==> config.mk <==
export PLATFORM = sky130hd
export DESIGN_NAME = row_chunk_feeder
export DESIGN_NICKNAME = d
export VERILOG_FILES = /design/src/rtl/row_chunk_feeder.sv
export SDC_FILE = /design/constraint.sdc
export NUM_CORES = 1
export LEC_CHECK = 0
export CAP_MARGIN = 20
export CORE_AREA = 2 2 247 249
export CTS_CLUSTER_SIZE = 25
export DETAILED_ROUTE_END_ITERATION = 8
export DIE_AREA = 0 0 249 251
export GPL_TIMING_DRIVEN = 0
export PLACE_DENSITY = 0.54
export SETUP_SLACK_MARGIN = 0.4
export SYNTH_ARGS = -nofsm -noshare
export SYNTH_HDL_FRONTEND = slang
export SYNTH_SLANG_ARGS = --single-unit
==> constraint.sdc <==
create_clock -name clk -period 6.3 [get_ports clk]
set_input_delay 0.63 -clock clk [delete_from_list [all_inputs] [get_ports clk]]
set_output_delay 0.63 -clock clk [all_outputs]
set_load 0.02 [all_outputs]
==> src/rtl/row_chunk_feeder.sv <==
// row_chunk_feeder
//
// Producer and collector for the eight-wide row reduction organizer.
// It reads matrix-row chunks (NI x 32-bit words) from chunk memory and
// streams them to the organizer with no gaps, one chunk per cycle. The
// first chunk of each row is marked with a one-cycle pulse. The block then
// collects one result per row from the organizer into a result buffer and
// pulses done once every row result has been stored.
//
// Ports:
//   clk, rst_n         clock, synchronous active-low reset
//   go                 start pulse, sampled only while idle
//   base_addr          chunk address of row 0 chunk 0 (latched on go)
//   num_rows           rows to process (latched on go)
//   chunks_per_row     chunks per row, 0 treated as 1 (latched on go)
//   mem_rd_en/mem_addr chunk memory read strobe and address
//   mem_rdata          read data, valid one cycle after mem_rd_en
//   adder_row_input    registered chunk to the organizer (zero when idle)
//   row_first          pulse aligned with the first chunk of each row
//   stream_active      organizer start level
//   result_in/_valid   organizer row result and its valid pulse
//   res_wr_en/res_addr/res_data  result buffer write port
//   busy, done         run status, one-cycle completion pulse
//   err_overrun        sticky: result with no row outstanding
module row_chunk_feeder #(
  parameter int NI     = 8,
  parameter int ADDR_W = 10,
  parameter int RES_W  = 8,
  parameter int CH_W   = 6
) (
  input  logic              clk,
  input  logic              rst_n,
  input  logic              go,
  input  logic [ADDR_W-1:0] base_addr,
  input  logic [RES_W-1:0]  num_rows,
  input  logic [CH_W-1:0]   chunks_per_row,
  output logic              mem_rd_en,
  output logic [ADDR_W-1:0] mem_addr,
  input  logic [NI*32-1:0]  mem_rdata,
  output logic [NI*32-1:0]  adder_row_input,
  output logic              row_first,
  output logic              stream_active,
  input  logic [31:0]       result_in,
  input  logic              result_valid,
  output logic              res_wr_en,
  output logic [RES_W-1:0]  res_addr,
  output logic [31:0]       res_data,
  output logic              busy,
  output logic              done,
  output logic              err_overrun
);

  typedef enum logic [1:0] {
    IDLE  = 2'd0,
    FETCH = 2'd1,
    DRAIN = 2'd2,
    DONE  = 2'd3
  } state_t;

  state_t            state;
  logic [RES_W-1:0]  nrows_q;
  logic [CH_W-1:0]   cpr_q;
  logic [CH_W-1:0]   chunk_cnt;
  logic [RES_W-1:0]  row_cnt;
  logic [RES_W-1:0]  res_cnt;
  logic              vld_p1;
  logic              first_p1;

  logic [CH_W-1:0]   cpr_eff;
  logic              last_chunk;
  logic              last_read;
  logic              rows_done;

  assign cpr_eff    = (chunks_per_row == '0) ? CH_W'(1) : chunks_per_row;
  assign last_chunk = (chunk_cnt == cpr_q - CH_W'(1));
  assign last_read  = last_chunk && (row_cnt == nrows_q - RES_W'(1));
  assign rows_done  = (res_cnt == nrows_q);

  // Control FSM, address generation and result collection.
  // mem_rd_en/mem_addr form the issue stage (p0) of the read pipeline.
  always_ff @(posedge clk) begin
    if (!rst_n) begin
      state         <= IDLE;
      nrows_q       <= '0;
      cpr_q         <= '0;
      chunk_cnt     <= '0;
      row_cnt       <= '0;
      res_cnt       <= '0;
      mem_rd_en     <= 1'b0;
      mem_addr      <= '0;
      stream_active <= 1'b0;
      res_wr_en     <= 1'b0;
      res_addr      <= '0;
      res_data      <= '0;
      busy          <= 1'b0;
      done          <= 1'b0;
      err_overrun   <= 1'b0;
    end else begin
      done      <= 1'b0;
      res_wr_en <= 1'b0;

      // The organizer start level rises with the first chunk it sees.
      if (vld_p1) stream_active <= 1'b1;

      // Results are accepted in every active state, FETCH included, so an
      // early result is never lost.
      if (state != IDLE && result_valid) begin
        if (rows_done) begin
          err_overrun <= 1'b1;
        end else begin
          res_wr_en <= 1'b1;
          res_addr  <= res_cnt;
          res_data  <= result_in;
          res_cnt   <= res_cnt + RES_W'(1);
        end
      end

      case (state)
        IDLE: begin
          if (go) begin
            nrows_q     <= num_rows;
            cpr_q       <= cpr_eff;
            chunk_cnt   <= '0;
            row_cnt     <= '0;
            res_cnt     <= '0;
            mem_addr    <= base_addr;
            err_overrun <= 1'b0;
            if (num_rows == '0) begin
              state <= DONE;
            end else begin
              state     <= FETCH;
              mem_rd_en <= 1'b1;
              busy      <= 1'b1;
            end
          end
        end
        FETCH: begin
          if (last_read) begin
            state     <= DRAIN;
            mem_rd_en <= 1'b0;
          end else begin
            mem_addr <= mem_addr + ADDR_W'(1);
            if (last_chunk) begin
              chunk_cnt <= '0;
              row_cnt   <= row_cnt + RES_W'(1);
            end else begin
              chunk_cnt <= chunk_cnt + CH_W'(1);
            end
          end
        end
        DRAIN: begin
          // Clearing stream_active here takes priority over the set above.
          if (rows_done) begin
            state         <= DONE;
            busy          <= 1'b0;
            stream_active <= 1'b0;
          end
        end
        DONE: begin
          done  <= 1'b1;
          state <= IDLE;
        end
        default: state <= IDLE;
      endcase
    end
  end

  // Read pipeline.
  always_ff @(posedge clk) begin
    if (!rst_n) begin
      vld_p1          <= 1'b0;
      first_p1        <= 1'b0;
      adder_row_input <= '0;
      row_first       <= 1'b0;
    end else begin
      // p0 -> p1: read in flight, memory data arrives during p1
      vld_p1   <= mem_rd_en;
      first_p1 <= mem_rd_en && (chunk_cnt == '0);
      // p1 -> p2: register the chunk, zero when nothing is in flight
      adder_row_input <= vld_p1 ? mem_rdata : '0;
      row_first       <= vld_p1 && first_p1;
    end
  end

endmodule

==> impl_results.md <==
- Final Routed Wirelength: 52300 um
- Max Buffers Root-to-Sink: 3
- Total power: 6.26 mW
- Initial antenna violation count: 18
- Largest net degree at the start of global routing: 13
- GRT overflow: 0
- First-pass GRT wire length: 74600 um
- Worst reg2reg setup slack: 3.73 ns
- Netlist cell types: 53
- Synth Warn #: 0
- Post-Syn Instances: 1139
- Sum Neg Setup Slack: 0 ns
- Fin crit share: 0.408
- Element type at the critical path end: flip-flop
- Skew final: 0.0102 ns
- Core Area: 59800 um2
- Synth Net Count: 1466
- #FFs+latches synth: 353
- Die ar.: 62500 um2
- Die H: 251 um
- Met3 GRT Util: 0.0656
- Pins Over Slew Limit: 0
- CTS tree: yes
- Root Buffer Master: clkbuf_16
- Initial DRC count: 426
- Max Cap Violations: 0
- Final hold vios: 0
- Die width: 249 um
- Met2 global-route usage: 0.273
- Initial DRT Pass Iterations: 5
- PD cells: 308 nW/um2
- Final Wtd Congestion: 0.855
- DR vias/cell: 4.12
- Number of global-route vias before repair: 10900
- M1 GR Usage: 0.184
- Clock-pin slew on the worst setup and hold paths: 0.06 ns
- CP max FO: 10
- Status: completed
- Detail Placement HPWL: 42600 um
- Worst skew pair latency: 0.56 ns
- Worst Tran Pin Value: 0.888 ns
- Max frequency: 389 MHz
- Share of layout cells above drive strength 1: 0.0477
- Cts repair resizes: 0
- RSZ-0062 raised after global routing: no
- Placed insts: 2548
- H-tree lvl count: 2
- Seq/Total Area, Yosys: 0.608
- Top FF cell, synth: dfxtp_1
- Crit path arrival time: 3.02 ns
- Hold WC Path Type: reg -> reg
- Worst endpoint required time: 6.75 ns
- Endpoints failing setup: 0
- Row cnt: 90
- Peak supply drop: 176 uV
- Sink Count: 353
- Setup WS pre-CTS: 3.39 ns
- Detailed-route DRC error count: 0
- Final worst slack: 3.73 ns
- Gr usage total: 0.161
- Finished Layout Cells: 2636
- DR vias: 10900
- GRT Max-Usage Layer: met2
- EDFF count, synth: 0
- Pleak: 8.32 nW
- Num CTS Buffers: 43
- IO Count: 629
- Critical path class: reg -> reg
- Startpoint types: flip-flop
- Final net count: 2138
- Initial Utilization: 0.195
- Synthesis-to-finish area growth: 74.5%
- Fin crit period: 2.57 ns
- Avg WL per Cell: 19.9 um
- Max_slew headroom: 0.402
- Post-Syn Area: 11600 um2
- Port buffer count: 627
- Syn avg cell area: 10.2 um2
- Remaining antenna violation count: 0
- Ys async rst share: 0
- Setup Buffers After CTS: 0
- Hold_buf cts: 0
## worst paths after layout
| check | from | endpoint | depth (start not counted) |
|---|---|---|---|
| max | nrows_q[0] | mem_addr[1] | 9 |
| min | res_data[0] | res_data[0] | 2 |
| max reg2reg | nrows_q[0] | mem_addr[1] | 9 |
| min reg2reg | res_data[0] | res_data[0] | 2 |
## synth_stat cells (3+ instances only)
| cell | number | area share |
|---|---|---|
| or2_2 | 3 | 0.0016 |
| nand3_1 | 19 | 0.0082 |
| nor4_1 | 5 | 0.0027 |
| o31ai_1 | 11 | 0.0071 |
| and3_1 | 262 | 0.14 |
| or4_1 | 4 | 0.0026 |
| buf_6 | 3 | 0.0029 |
| clkbuf_1 | 79 | 0.025 |
| nor2b_1 | 3 | 0.0016 |
| buf_1 | 4 | 0.0013 |
| or3_1 | 11 | 0.0059 |
| nor3_1 | 5 | 0.0022 |
| nand2_1 | 146 | 0.047 |
| mux2i_1 | 4 | 0.0034 |
| o21ai_1 | 13 | 0.0056 |
| nor2_1 | 21 | 0.0068 |
| nand4_1 | 9 | 0.0048 |
| ha_1 | 11 | 0.012 |
| and2_1 | 6 | 0.0032 |
| dfxtp_1 | 353 | 0.61 |
| a21oi_1 | 25 | 0.011 |
| a21boi_0 | 53 | 0.034 |
| inv_1 | 13 | 0.0042 |
| o21ai_0 | 9 | 0.0039 |
| xor2_1 | 22 | 0.017 |
| buf_2 | 3 | 0.0013 |
| xnor2_1 | 11 | 0.0083 |
## per-layer routing
metal | vias to the layer above | share of wire
li1 | 5259 | -
met1 | 5106 | 0.39
met2 | 406 | 0.48
met3 | 78 | 0.10
met4 | 6 | 0.025
met5 | - | 0.00078
## final cells by class
class | count | area, um2
Buffer | 90 | 365
Clock buffer | 64 | 1260
Timing Repair Buffer | 627 | 6280
Tap cell | 782 | 978
Sequential cell | 353 | 7070
Inverter | 13 | 48.8
Fill cell | 6029 | 39500
Multi-Input combinational cell | 683 | 4150
Antenna cell | 11 | 27.5
Clock inverter | 13 | 114
## cells in the final DEF, fill, tap and decap left out, types with 2 or more instances in the layout
master,n
nand4_1,9
clkdlybuf4s50_1,627
or2_2,3
clkinv_2,5
xor2_1,22
buf_2,3
clkbuf_1,89
o21ai_0,9
dfxtp_1,353
a2111oi_4,2
nor3_1,5
a21boi_0,53
a21oi_2,2
xnor2_1,11
buf_1,4
buf_6,3
a31oi_1,2
clkbuf_8,11
clkbuf_16,43
inv_1,13
and2_1,6
nor4_1,5
and3_1,262
mux2i_1,4
nand2_1,146
clkinvlp_4,2
or3_1,11
nand3_1,19
nor2b_1,3
or4_1,4
a21oi_1,25
diode_2,11
o31ai_1,11
nor2_1,21
a211oi_2,2
inv_6,4
o22ai_1,2
o21ai_1,13
ha_1,11
## logic make-up after synthesis
group,share of synthesized area
xor gates and xnor gates,0.0248
adders and majority gates,0.0118
buffers and inverters,0.0356
DFF,0.608
and+or+nand+nor,0.232
muxes,0.00344
AOI/OAI and AO/OA,0.0844
## report_power, final
group / switching (mW) / internal [mW] / leakage, nW
Sequential: 0.104 / 2.38 / 2.86
Clock: 0.995 / 1.43 / 0.677
Combinational: 0.735 / 0.607 / 4.78
## metrics by stage
stage / area, um2 / util / hold WS [ns]
CTS: 20300 / 0.339 / 0.465
floorplan: 11600 / - / 0.444
global placement: 18900 / 0.316 / 0.451
finish: 20300 / 0.339 / 0.462
global route: 20300 / 0.339 / 0.479
detailed placement: 18900 / 0.316 / 0.453
## worst max-delay path: stages (launching register included)
cell,delay (ns)
dfxtp_1,0.46
inv_1,0.08
ha_1,0.31
xnor2_1,0.14
a211oi_2,0.17
o221ai_2,0.15
a2111oi_4,0.43
a31oi_2,0.25
buf_2,0.26
o211a_1,0.22
## sequential cells by signal, summed over array words and instances, names as in the netlist, 2 cells and up
signal,cells
chunk_cnt,6
res_cnt,8
res_addr,8
state,2
nrows_q,8
res_data,32
row_cnt,8
adder_row_input,256
mem_addr,10
cpr_q,6
Power figures use the tool's default switching activity.
